--- config.mk ---
export PLATFORM = sky130hd
export DESIGN_NAME = pipe_stage_reg
export DESIGN_NICKNAME = d
export VERILOG_FILES = /design/src/rtl/pipe_pkg.sv /design/src/rtl/pipe_slot.sv /design/src/rtl/pipe_stage_reg.sv
export SDC_FILE = /design/constraint.sdc
export NUM_CORES = 1
export LEC_CHECK = 0
export BUFFER_PORTS_ARGS = -buffer_cell sky130_fd_sc_hd__buf_2
export CAP_MARGIN = 20
export CORE_MARGIN = 8
export CORE_UTILIZATION = 35
export CTS_CLUSTER_DIAMETER = 60
export DETAILED_ROUTE_END_ITERATION = 6
export PLACE_DENSITY = 0.65
export SLEW_MARGIN = 20
export SYNTH_ARGS = -nofsm -noshare
export SYNTH_HDL_FRONTEND = slang
export SYNTH_HIERARCHICAL = 1
export SYNTH_SLANG_ARGS = --single-unit
--- constraint.sdc ---
create_clock -name CLK -period 2.1 [get_ports CLK]
set_input_delay 0.21 -clock CLK [delete_from_list [all_inputs] [get_ports CLK]]
set_output_delay 0.21 -clock CLK [all_outputs]
set_load 0.02 [all_outputs]
--- src/rtl/pipe_pkg.sv ---
// Shared types and constants for the generic pipeline stage register.
// The optional skid entry is enabled by defining PIPE_STAGE_SKID_EN.
package pipe_pkg;

   typedef enum logic [1:0] {
      EMPTY = 2'd0,
      ONE   = 2'd1,
      TWO   = 2'd2
   } pipe_state_t;

   typedef logic [1:0] pipe_occ_t;

   // Fill bit for an emptied or squashed entry.
   localparam logic PIPE_BUBBLE = 1'b0;

endpackage

--- src/rtl/pipe_slot.sv ---
// One payload register with load/clear and a valid flag. Clear wins over
// load so a squashed entry always returns to the zero bubble.
module pipe_slot
   import pipe_pkg::*;
#(
   parameter int unsigned WIDTH = 32
) (
   input  logic             CLK,
   input  logic             nRST,
   input  logic             load,
   input  logic             clear,
   input  logic [WIDTH-1:0] d,
   output logic [WIDTH-1:0] q,
   output logic             valid
);

   // Payload and valid flag; emptied entries hold the bubble value.
   always_ff @(posedge CLK or negedge nRST) begin
      if (!nRST) begin
         q     <= {WIDTH{PIPE_BUBBLE}};
         valid <= 1'b0;
      end else if (clear) begin
         q     <= {WIDTH{PIPE_BUBBLE}};
         valid <= 1'b0;
      end else if (load) begin
         q     <= d;
         valid <= 1'b1;
      end
   end

endmodule

--- src/rtl/pipe_stage_reg.sv ---
// Generic valid/ready pipeline stage register with synchronous flush and a
// saturating backpressure counter. Define PIPE_STAGE_SKID_EN for the
// two-entry skid variant with a registered in_ready.
module pipe_stage_reg
   import pipe_pkg::*;
#(
   parameter int unsigned WIDTH = 32,
   parameter int unsigned CNT_W = 16
) (
   input  logic             CLK,
   input  logic             nRST,
   input  logic             flush,
   input  logic             in_valid,
   output logic             in_ready,
   input  logic [WIDTH-1:0] in_data,
   output logic             out_valid,
   input  logic             out_ready,
   output logic [WIDTH-1:0] out_data,
   output logic [1:0]       occupancy,
   output logic [CNT_W-1:0] stall_cnt
);

   localparam logic [CNT_W-1:0] CNT_MAX = '1;

   pipe_state_t      state, state_next;
   logic             main_load, main_clear, main_valid;
   logic [WIDTH-1:0] main_d;

   // Stage FSM state register.
   always_ff @(posedge CLK or negedge nRST) begin
      if (!nRST) state <= EMPTY;
      else       state <= state_next;
   end

`ifdef PIPE_STAGE_SKID_EN
   logic             skid_load, skid_clear, skid_valid, main_from_skid;
   logic [WIDTH-1:0] skid_q;
   logic             in_ready_q;

   // Next state and slot controls for the two-entry skid buffer.
   always_comb begin
      state_next     = state;
      main_load      = 1'b0;
      main_clear     = 1'b0;
      main_from_skid = 1'b0;
      skid_load      = 1'b0;
      skid_clear     = 1'b0;
      if (flush) begin
         state_next = EMPTY;
         main_clear = 1'b1;
         skid_clear = 1'b1;
      end else begin
         case (state)
            EMPTY: begin
               if (in_valid) begin
                  main_load  = 1'b1;
                  state_next = ONE;
               end
            end
            ONE: begin
               if (in_valid && out_ready) begin
                  main_load = 1'b1;
               end else if (out_ready) begin
                  main_clear = 1'b1;
                  state_next = EMPTY;
               end else if (in_valid) begin
                  skid_load  = 1'b1;
                  state_next = TWO;
               end
            end
            TWO: begin
               if (out_ready) begin
                  main_load      = 1'b1;
                  main_from_skid = 1'b1;
                  skid_clear     = 1'b1;
                  state_next     = ONE;
               end
            end
            default: state_next = EMPTY;
         endcase
      end
   end

   // Upstream ready comes straight from a flop, looking one state ahead.
   always_ff @(posedge CLK or negedge nRST) begin
      if (!nRST) in_ready_q <= 1'b1;
      else       in_ready_q <= (state_next != TWO);
   end

   pipe_slot #(.WIDTH(WIDTH)) u_skid (
      .CLK   (CLK),
      .nRST  (nRST),
      .load  (skid_load),
      .clear (skid_clear),
      .d     (in_data),
      .q     (skid_q),
      .valid (skid_valid)
   );

   assign main_d    = main_from_skid ? skid_q : in_data;
   assign in_ready  = in_ready_q;
   // Main is filled first and drained last, so the valid flags encode the state.
   assign occupancy = {skid_valid, main_valid & ~skid_valid};
`else
   // Next state and slot controls for the single-entry stage.
   always_comb begin
      state_next = state;
      main_load  = 1'b0;
      main_clear = 1'b0;
      if (flush) begin
         state_next = EMPTY;
         main_clear = 1'b1;
      end else begin
         case (state)
            EMPTY: begin
               if (in_valid) begin
                  main_load  = 1'b1;
                  state_next = ONE;
               end
            end
            ONE: begin
               if (out_ready) begin
                  if (in_valid) begin
                     main_load = 1'b1;
                  end else begin
                     main_clear = 1'b1;
                     state_next = EMPTY;
                  end
               end
            end
            default: state_next = EMPTY;
         endcase
      end
   end

   assign main_d    = in_data;
   assign in_ready  = !main_valid || out_ready;
   assign occupancy = {1'b0, main_valid};
`endif

   pipe_slot #(.WIDTH(WIDTH)) u_main (
      .CLK   (CLK),
      .nRST  (nRST),
      .load  (main_load),
      .clear (main_clear),
      .d     (main_d),
      .q     (out_data),
      .valid (main_valid)
   );

   assign out_valid = main_valid;

   // Saturating count of cycles where downstream holds off a valid payload.
   always_ff @(posedge CLK or negedge nRST) begin
      if (!nRST)
         stall_cnt <= '0;
      else if (out_valid && !out_ready && stall_cnt != CNT_MAX)
         stall_cnt <= stall_cnt + CNT_W'(1);
   end

endmodule

Word-level counts from Yosys, hierarchy flattened
Index checks and enable logic that the tools add are counted.
{ "word_totals": {"ff_bits": 51, "in_bits": 37, "out_inout_bits": 52, "elab_cells": 35} }
{ "classes": {"addsub": 1, "n_eq_ne": 5, "mux": 17, "reduce_logical": 8} }
{ "op_table": {"columns": ["op", "count"], "rows": [
  ["32-bit 2-to-1 mux", 2],
  ["16-bit by 1-bit adder with 16-bit output (second input constant)", 1],
  ["16-bit != test (second input constant)", 1],
  ["1-bit 2-to-1 mux", 9],
  ["3-bit != test (second input constant)", 3],
  ["2-bit 2-to-1 mux", 4],
  ["2-bit case mux with 2 select lines", 1],
  ["3-bit AND reduction", 1],
  ["2-bit by 1-bit equality test with 1-bit output (second input constant)", 1],
  ["1-bit logical AND", 2],
  ["1-bit logical NOT", 2],
  ["2-bit logical NOT", 1],
  ["1-bit case mux with 2 select lines", 1],
  ["2-bit nonzero test", 1],
  ["1-bit logical OR", 1]
]} }

Longest topological paths before layout
{ "logic_depth": {"word_depth": 6, "depth_mapped": 6, "mapped_depth_nobuf": 5} }

Hierarchy
Netlist, hierarchy kept.
{ "modules_own_cells": {"columns": ["module", "instances", "cells_each", "area_per_inst_um2", "seq_area_each_um2"], "rows": [
  ["pipe_slot", 1, 107, 1362.6, 825.8],
  ["pipe_stage_reg", 1, 82, 877.1, 425.4]
]} }

Least setup slack after synthesis
No wires, ideal clock.
{ "synth_timing": {"path_kind": "register to register", "start": "reg stall_cnt[12]", "end": "reg stall_cnt[1]", "setup_time_ns": 0.128, "arrival_time_ns": 1.741, "required_ns": 1.972, "setup_slack_ns": 0.232, "path_stages_with_launch": 5, "n_path_buf": 0, "synth_period_minus_slack_ns": 1.868, "path_cell_list": "dfrtp_1 > nand4_1 > nor4_4 > nand2b_1 > mux2_1"} }
{ "synth_via": {"elab_chain_cells": 2} }
{ "synth_rtl": {"columns": ["element", "line_no", "rtl"], "rows": [
  ["start: declaration", "pipe_stage_reg.sv:20", "output logic [CNT_W-1:0] stall_cnt"],
  ["start signal: assignment", "pipe_stage_reg.sv:158", "stall_cnt <= stall_cnt + CNT_W'(1);"],
  ["16-bit != test", "pipe_stage_reg.sv:157", "else if (out_valid && !out_ready && stall_cnt != CNT_MAX)"],
  ["1-bit logical AND", "pipe_stage_reg.sv:157", null]
]} }
No other way between the ends.
A chain may end at the register's enable or synchronous reset.

Final worst setup path
{ "layout_timing": {"start": "reg u_main.valid", "end": "reg stall_cnt[9]"} }
{ "layout_via": {"elab_chain_cells": 2} }
{ "layout_rtl": {"columns": ["element", "line_no", "rtl"], "rows": [
  ["start: declaration", "pipe_slot.sv:14", "output logic valid"],
  ["start signal: assignment", "pipe_slot.sv:21", "valid <= 1'b0;"],
  ["start signal: assignment", "pipe_slot.sv:24", "valid <= 1'b0;"],
  ["start signal: assignment", "pipe_slot.sv:27", "valid <= 1'b1;"],
  ["1-bit logical AND (2 in series)", "pipe_stage_reg.sv:157", null]
]} }
No other way between the ends.

==> flow_summary.html <==
<table>
<tr><th>Metric</th><th>Value</th></tr>
<tr><th colspan="2">Synthesis</th></tr>
<tr><td>Cell type with the largest total area after synthesis</td><td>sky130_fd_sc_hd__dfrtp_1</td></tr>
<tr><td>Sequential cell area fraction in the yosys report</td><td>55.9%</td></tr>
<tr><td>Netlist cell types</td><td>34</td></tr>
<tr><td>Leading post-synthesis cells by cell area</td><td>sky130_fd_sc_hd__dfrtp_1 56%, sky130_fd_sc_hd__mux2i_1 14%, sky130_fd_sc_hd__nor2_1 6.5%</td></tr>
<tr><td>Synthesized Nets</td><td>227</td></tr>
<tr><td>Number of warnings issued by yosys</td><td>6</td></tr>
<tr><td>Syn Std Cell Area</td><td>0.00224 mm^2</td></tr>
<tr><td>Cells after synthesis</td><td>189</td></tr>
<tr><td>Post-synthesis sequential element count</td><td>50</td></tr>
<tr><td>Avg Synthesized Cell Area</td><td>11.8 um^2</td></tr>
<tr><td>Portion of synthesized cell area occupied by the leading cell type</td><td>55.9%</td></tr>
<tr><th colspan="2">Clocking</th></tr>
<tr><td>Post-cts resize count</td><td>0</td></tr>
<tr><td>Hold buffers post-CTS</td><td>1</td></tr>
<tr><td>Clock tree from TritonCTS</td><td>yes</td></tr>
<tr><td>Clock transition at the registers of the reported paths</td><td>0.09 ns</td></tr>
<tr><td>Postcts setup bufs</td><td>0</td></tr>
<tr><td>CTS Buf Count</td><td>5</td></tr>
<tr><td>Number of levels the H-tree was split into</td><td>2</td></tr>
<tr><td>Master cell of the clock root buffer</td><td>sky130_fd_sc_hd__clkbuf_8</td></tr>
<tr><td>Clock network latency to the later pin of the worst-skew pair</td><td>0.29 ns</td></tr>
<tr><td>Clock sink count</td><td>50</td></tr>
<tr><td>Buffer depth of the longest clock path</td><td>2</td></tr>
<tr><th colspan="2">Route</th></tr>
<tr><td>Via total after detailed routing</td><td>1680</td></tr>
<tr><td>Total wire length after detailed routing</td><td>5350 um</td></tr>
<tr><td>Detailed-route vias per instance</td><td>4.73</td></tr>
<tr><td>Pre-Repair DR Iteration Count</td><td>4</td></tr>
<tr><td>DRC violations left</td><td>0</td></tr>
<tr><td>Detail Route Antenna Nets</td><td>0</td></tr>
<tr><td>1st-iter DRT viols</td><td>53</td></tr>
<tr><td>Detail-routed net length per standard cell</td><td>15.1 um</td></tr>
<tr><th colspan="2">Global route</th></tr>
<tr><td>Pin count of the biggest net entering global routing</td><td>34</td></tr>
<tr><td>Global-route wire length before repair</td><td>8530 um</td></tr>
<tr><td>Total routing usage reported by global routing</td><td>11.8%</td></tr>
<tr><td>Antenna violations before repair</td><td>0</td></tr>
<tr><td>Global-route congestion overflow total</td><td>0</td></tr>
<tr><td>Via count of the first global-routing pass</td><td>1768</td></tr>
<tr><th colspan="2">Finish</th></tr>
<tr><td>Area of the multi-input gates</td><td>882 um^2</td></tr>
<tr><td>Count of non-filler cells in the finished layout</td><td>355</td></tr>
<tr><td>Register area</td><td>0.00125 mm^2</td></tr>
<tr><td>Most frequent standard cell in the layout excluding fill and tap cells</td><td>sky130_fd_sc_hd__buf_2</td></tr>
<tr><td>Fraction of final layout cells sized beyond drive strength 1</td><td>37.8%</td></tr>
<tr><td>Share of the core filled with cells in the final layout</td><td>45.4%</td></tr>
<tr><td>Post-synthesis to final-layout area growth</td><td>27.2%</td></tr>
<tr><td>Antenna diode instance count</td><td>0</td></tr>
<tr><td>Nets@finish</td><td>315</td></tr>
<tr><td>Filler cell count in the final layout</td><td>591</td></tr>
<tr><td>Leading cell types in the layout, fill and taps excluded</td><td>87 x sky130_fd_sc_hd__buf_2, 50 x sky130_fd_sc_hd__dfrtp_1, 39 x sky130_fd_sc_hd__nor2_1, 32 x sky130_fd_sc_hd__mux2i_1, 9 x sky130_fd_sc_hd__xor2_1</td></tr>
<tr><th colspan="2">Placed design</th></tr>
<tr><td>RePlAce Congestion</td><td>0.891</td></tr>
<tr><td>Total of buffers placed on input and output ports</td><td>87</td></tr>
<tr><td>Number of instances in the placed design</td><td>346</td></tr>
<tr><td>Detailed Place HPWL</td><td>4110 um</td></tr>
<tr><th colspan="2">Timing</th></tr>
<tr><td>Max Transition Viols Final</td><td>0</td></tr>
<tr><td>Transition time at the pin with the least slew margin</td><td>0.624 ns</td></tr>
<tr><td>Final hold slack</td><td>0.104 ns</td></tr>
<tr><td>Count of endpoints failing hold in the final timing report</td><td>0</td></tr>
<tr><td>Highest attainable clock frequency</td><td>590 MHz</td></tr>
<tr><td>Post-route minimum period</td><td>1.70 ns</td></tr>
<tr><td>Worst-case clock skew</td><td>0.00548 ns</td></tr>
<tr><td>RSZ-0062 raised after global routing</td><td>no</td></tr>
<tr><td>Relative max-transition margin</td><td>58.4%</td></tr>
<tr><td>Final setup fails</td><td>0</td></tr>
<tr><td>Fraction of the cycle the final worst path needs</td><td>80.7%</td></tr>
<tr><td>Setup tns final</td><td>0 ns</td></tr>
<tr><th colspan="2">Floorplanning</th></tr>
<tr><td>I/O pin count</td><td>89</td></tr>
<tr><td>Die extent in x</td><td>96.0 um</td></tr>
<tr><td>Cell row count</td><td>29</td></tr>
<tr><td>Initial standard-cell utilization of the core</td><td>35.7%</td></tr>
<tr><td>Die Span Y</td><td>96.0 um</td></tr>
<tr><td>Area enclosed by the die boundary</td><td>0.00922 mm^2</td></tr>
<tr><td>Standard cell core area</td><td>0.00628 mm^2</td></tr>
<tr><th colspan="2">Pwr</th></tr>
<tr><td>Max rail drop VDD</td><td>0.330 mV</td></tr>
<tr><td>Pwr per Cell Area</td><td>753 mW/mm^2</td></tr>
<tr><td>Total power</td><td>2.14 mW</td></tr>
<tr><td>LEAKAGE</td><td>1.53 nW</td></tr>
<tr><th colspan="2">Setup path</th></tr>
<tr><td>Setup Crit Path Kind</td><td>reg2reg</td></tr>
<tr><td>Type of destination of the critical path</td><td>flip-flop</td></tr>
<tr><td>Maximum fanout encountered on the critical timing path</td><td>6</td></tr>
<tr><td>Startpoint types</td><td>flip-flop</td></tr>
<tr><td>Worst Path Required</td><td>2.31 ns</td></tr>
<tr><td>Setup slack on the worst flop-to-flop path</td><td>0.40 ns</td></tr>
<tr><td>Data arrival, critical path</td><td>1.91 ns</td></tr>
<tr><th colspan="2">Flow run</th></tr>
<tr><td>Reported max-cap violation count</td><td>0</td></tr>
<tr><th colspan="2">Outcome</th></tr>
<tr><td>Outcome</td><td>finished clean</td></tr>
<tr><th colspan="2">Worst hold path</th></tr>
<tr><td>Hold crit path type</td><td>in2reg</td></tr>
</table>
## flip-flops by register name (all words and copies together), names as in the netlist
register	flops
u_main/q	32
u_main/valid	1
stall_cnt	16
state	1
## cell usage after synthesis (all sizes together)
cell	number
dfrtp	50
nor2	39
mux2i	32
xor2	9
buf	8
nand3	5
nand4	5
nor3	5
nor4	5
xnor2	5
nand2	4
clkbuf	3
and3	2
inv	2
nand3b	2
nor2b	2
nor3b	2
a21oi	1
conb	1
ha	1
mux2	1
nand2b	1
o2111ai	1
o21ai	1
o21bai	1
or3	1
## power breakdown
group	switching (mW)	internal, mW
registers	0.0664	1.03
clock network	0.306	0.356
logic	0.231	0.155
total	0.603	1.54
## through the flow
stage | setup WS (ns) | area (um^2)
global route | 0.270 | 2850
global placement | 0.480 | 2730
detailed placement | 0.428 | 2730
floorplan | 0.232 | 2240
finish | 0.404 | 2850
CTS | 0.394 | 2850
## cells by family (layout without fill, tap and decap cells)
| logic type | Yosys count | in the layout | share of synthesized area (%) |
|---|---|---|---|
| AND/OR/NAND/NOR | 73 | 73 | 16.8 |
| flip-flops | 50 | 50 | 55.9 |
| multiplexers | 33 | 33 | 14.8 |
| XOR/XNOR | 14 | 14 | 5.47 |
| buffers and inverters | 13 | 102 | 5.14 |
| AO/OA/AOI/OAI | 4 | 4 | 1.17 |
| adder cells (fa/ha/maj) | 1 | 1 | 0.559 |
| other | 1 | 1 | 0.167 |
## critical path, cell delays in order, from the launching register on
cell,delay (ns)
sky130_fd_sc_hd__dfrtp_1,0.39
sky130_fd_sc_hd__nor2b_4,0.21
sky130_fd_sc_hd__inv_2,0.07
sky130_fd_sc_hd__or3_1,0.48
sky130_fd_sc_hd__nor4_1,0.27
sky130_fd_sc_hd__xor2_1,0.19
## path summary, 6_finish.rpt
| kind | from | to | depth (start not counted) |
|---|---|---|---|
| setup / recovery | u_main/valid | stall_cnt[9] | 5 |
| hold / removal | flush | state[0] | 2 |
| setup reg to reg | u_main/valid | stall_cnt[9] | 5 |
| hold reg to reg | stall_cnt[15] | stall_cnt[15] | 1 |
| max in group asynchronous | nRST | stall_cnt[12] | 3 |
| min in group asynchronous | nRST | u_main/q[30] | 2 |
## per-layer routing
layer	routed length, um	vias up	GRT usage [%]
met5	0	-	0
met4	63	0	4.35
met3	773	7	4.99
met2	2400	71	18.8
met1	2120	790	13.9
li1	-	812	-
## final cells by class
| cell class | count | area share, % |
|---|---|---|
| Clock buffer | 6 | 2.55 |
| Clock inverter | 2 | 1.32 |
| Inverter | 2 | 0.264 |
| Multi-Input combinational cell | 126 | 31.0 |
| Sequential cell | 50 | 43.9 |
| Tap cell | 77 | 3.38 |
| Timing Repair Buffer | 92 | 17.6 |
No activity file was read; power rests on OpenSTA's default activity.
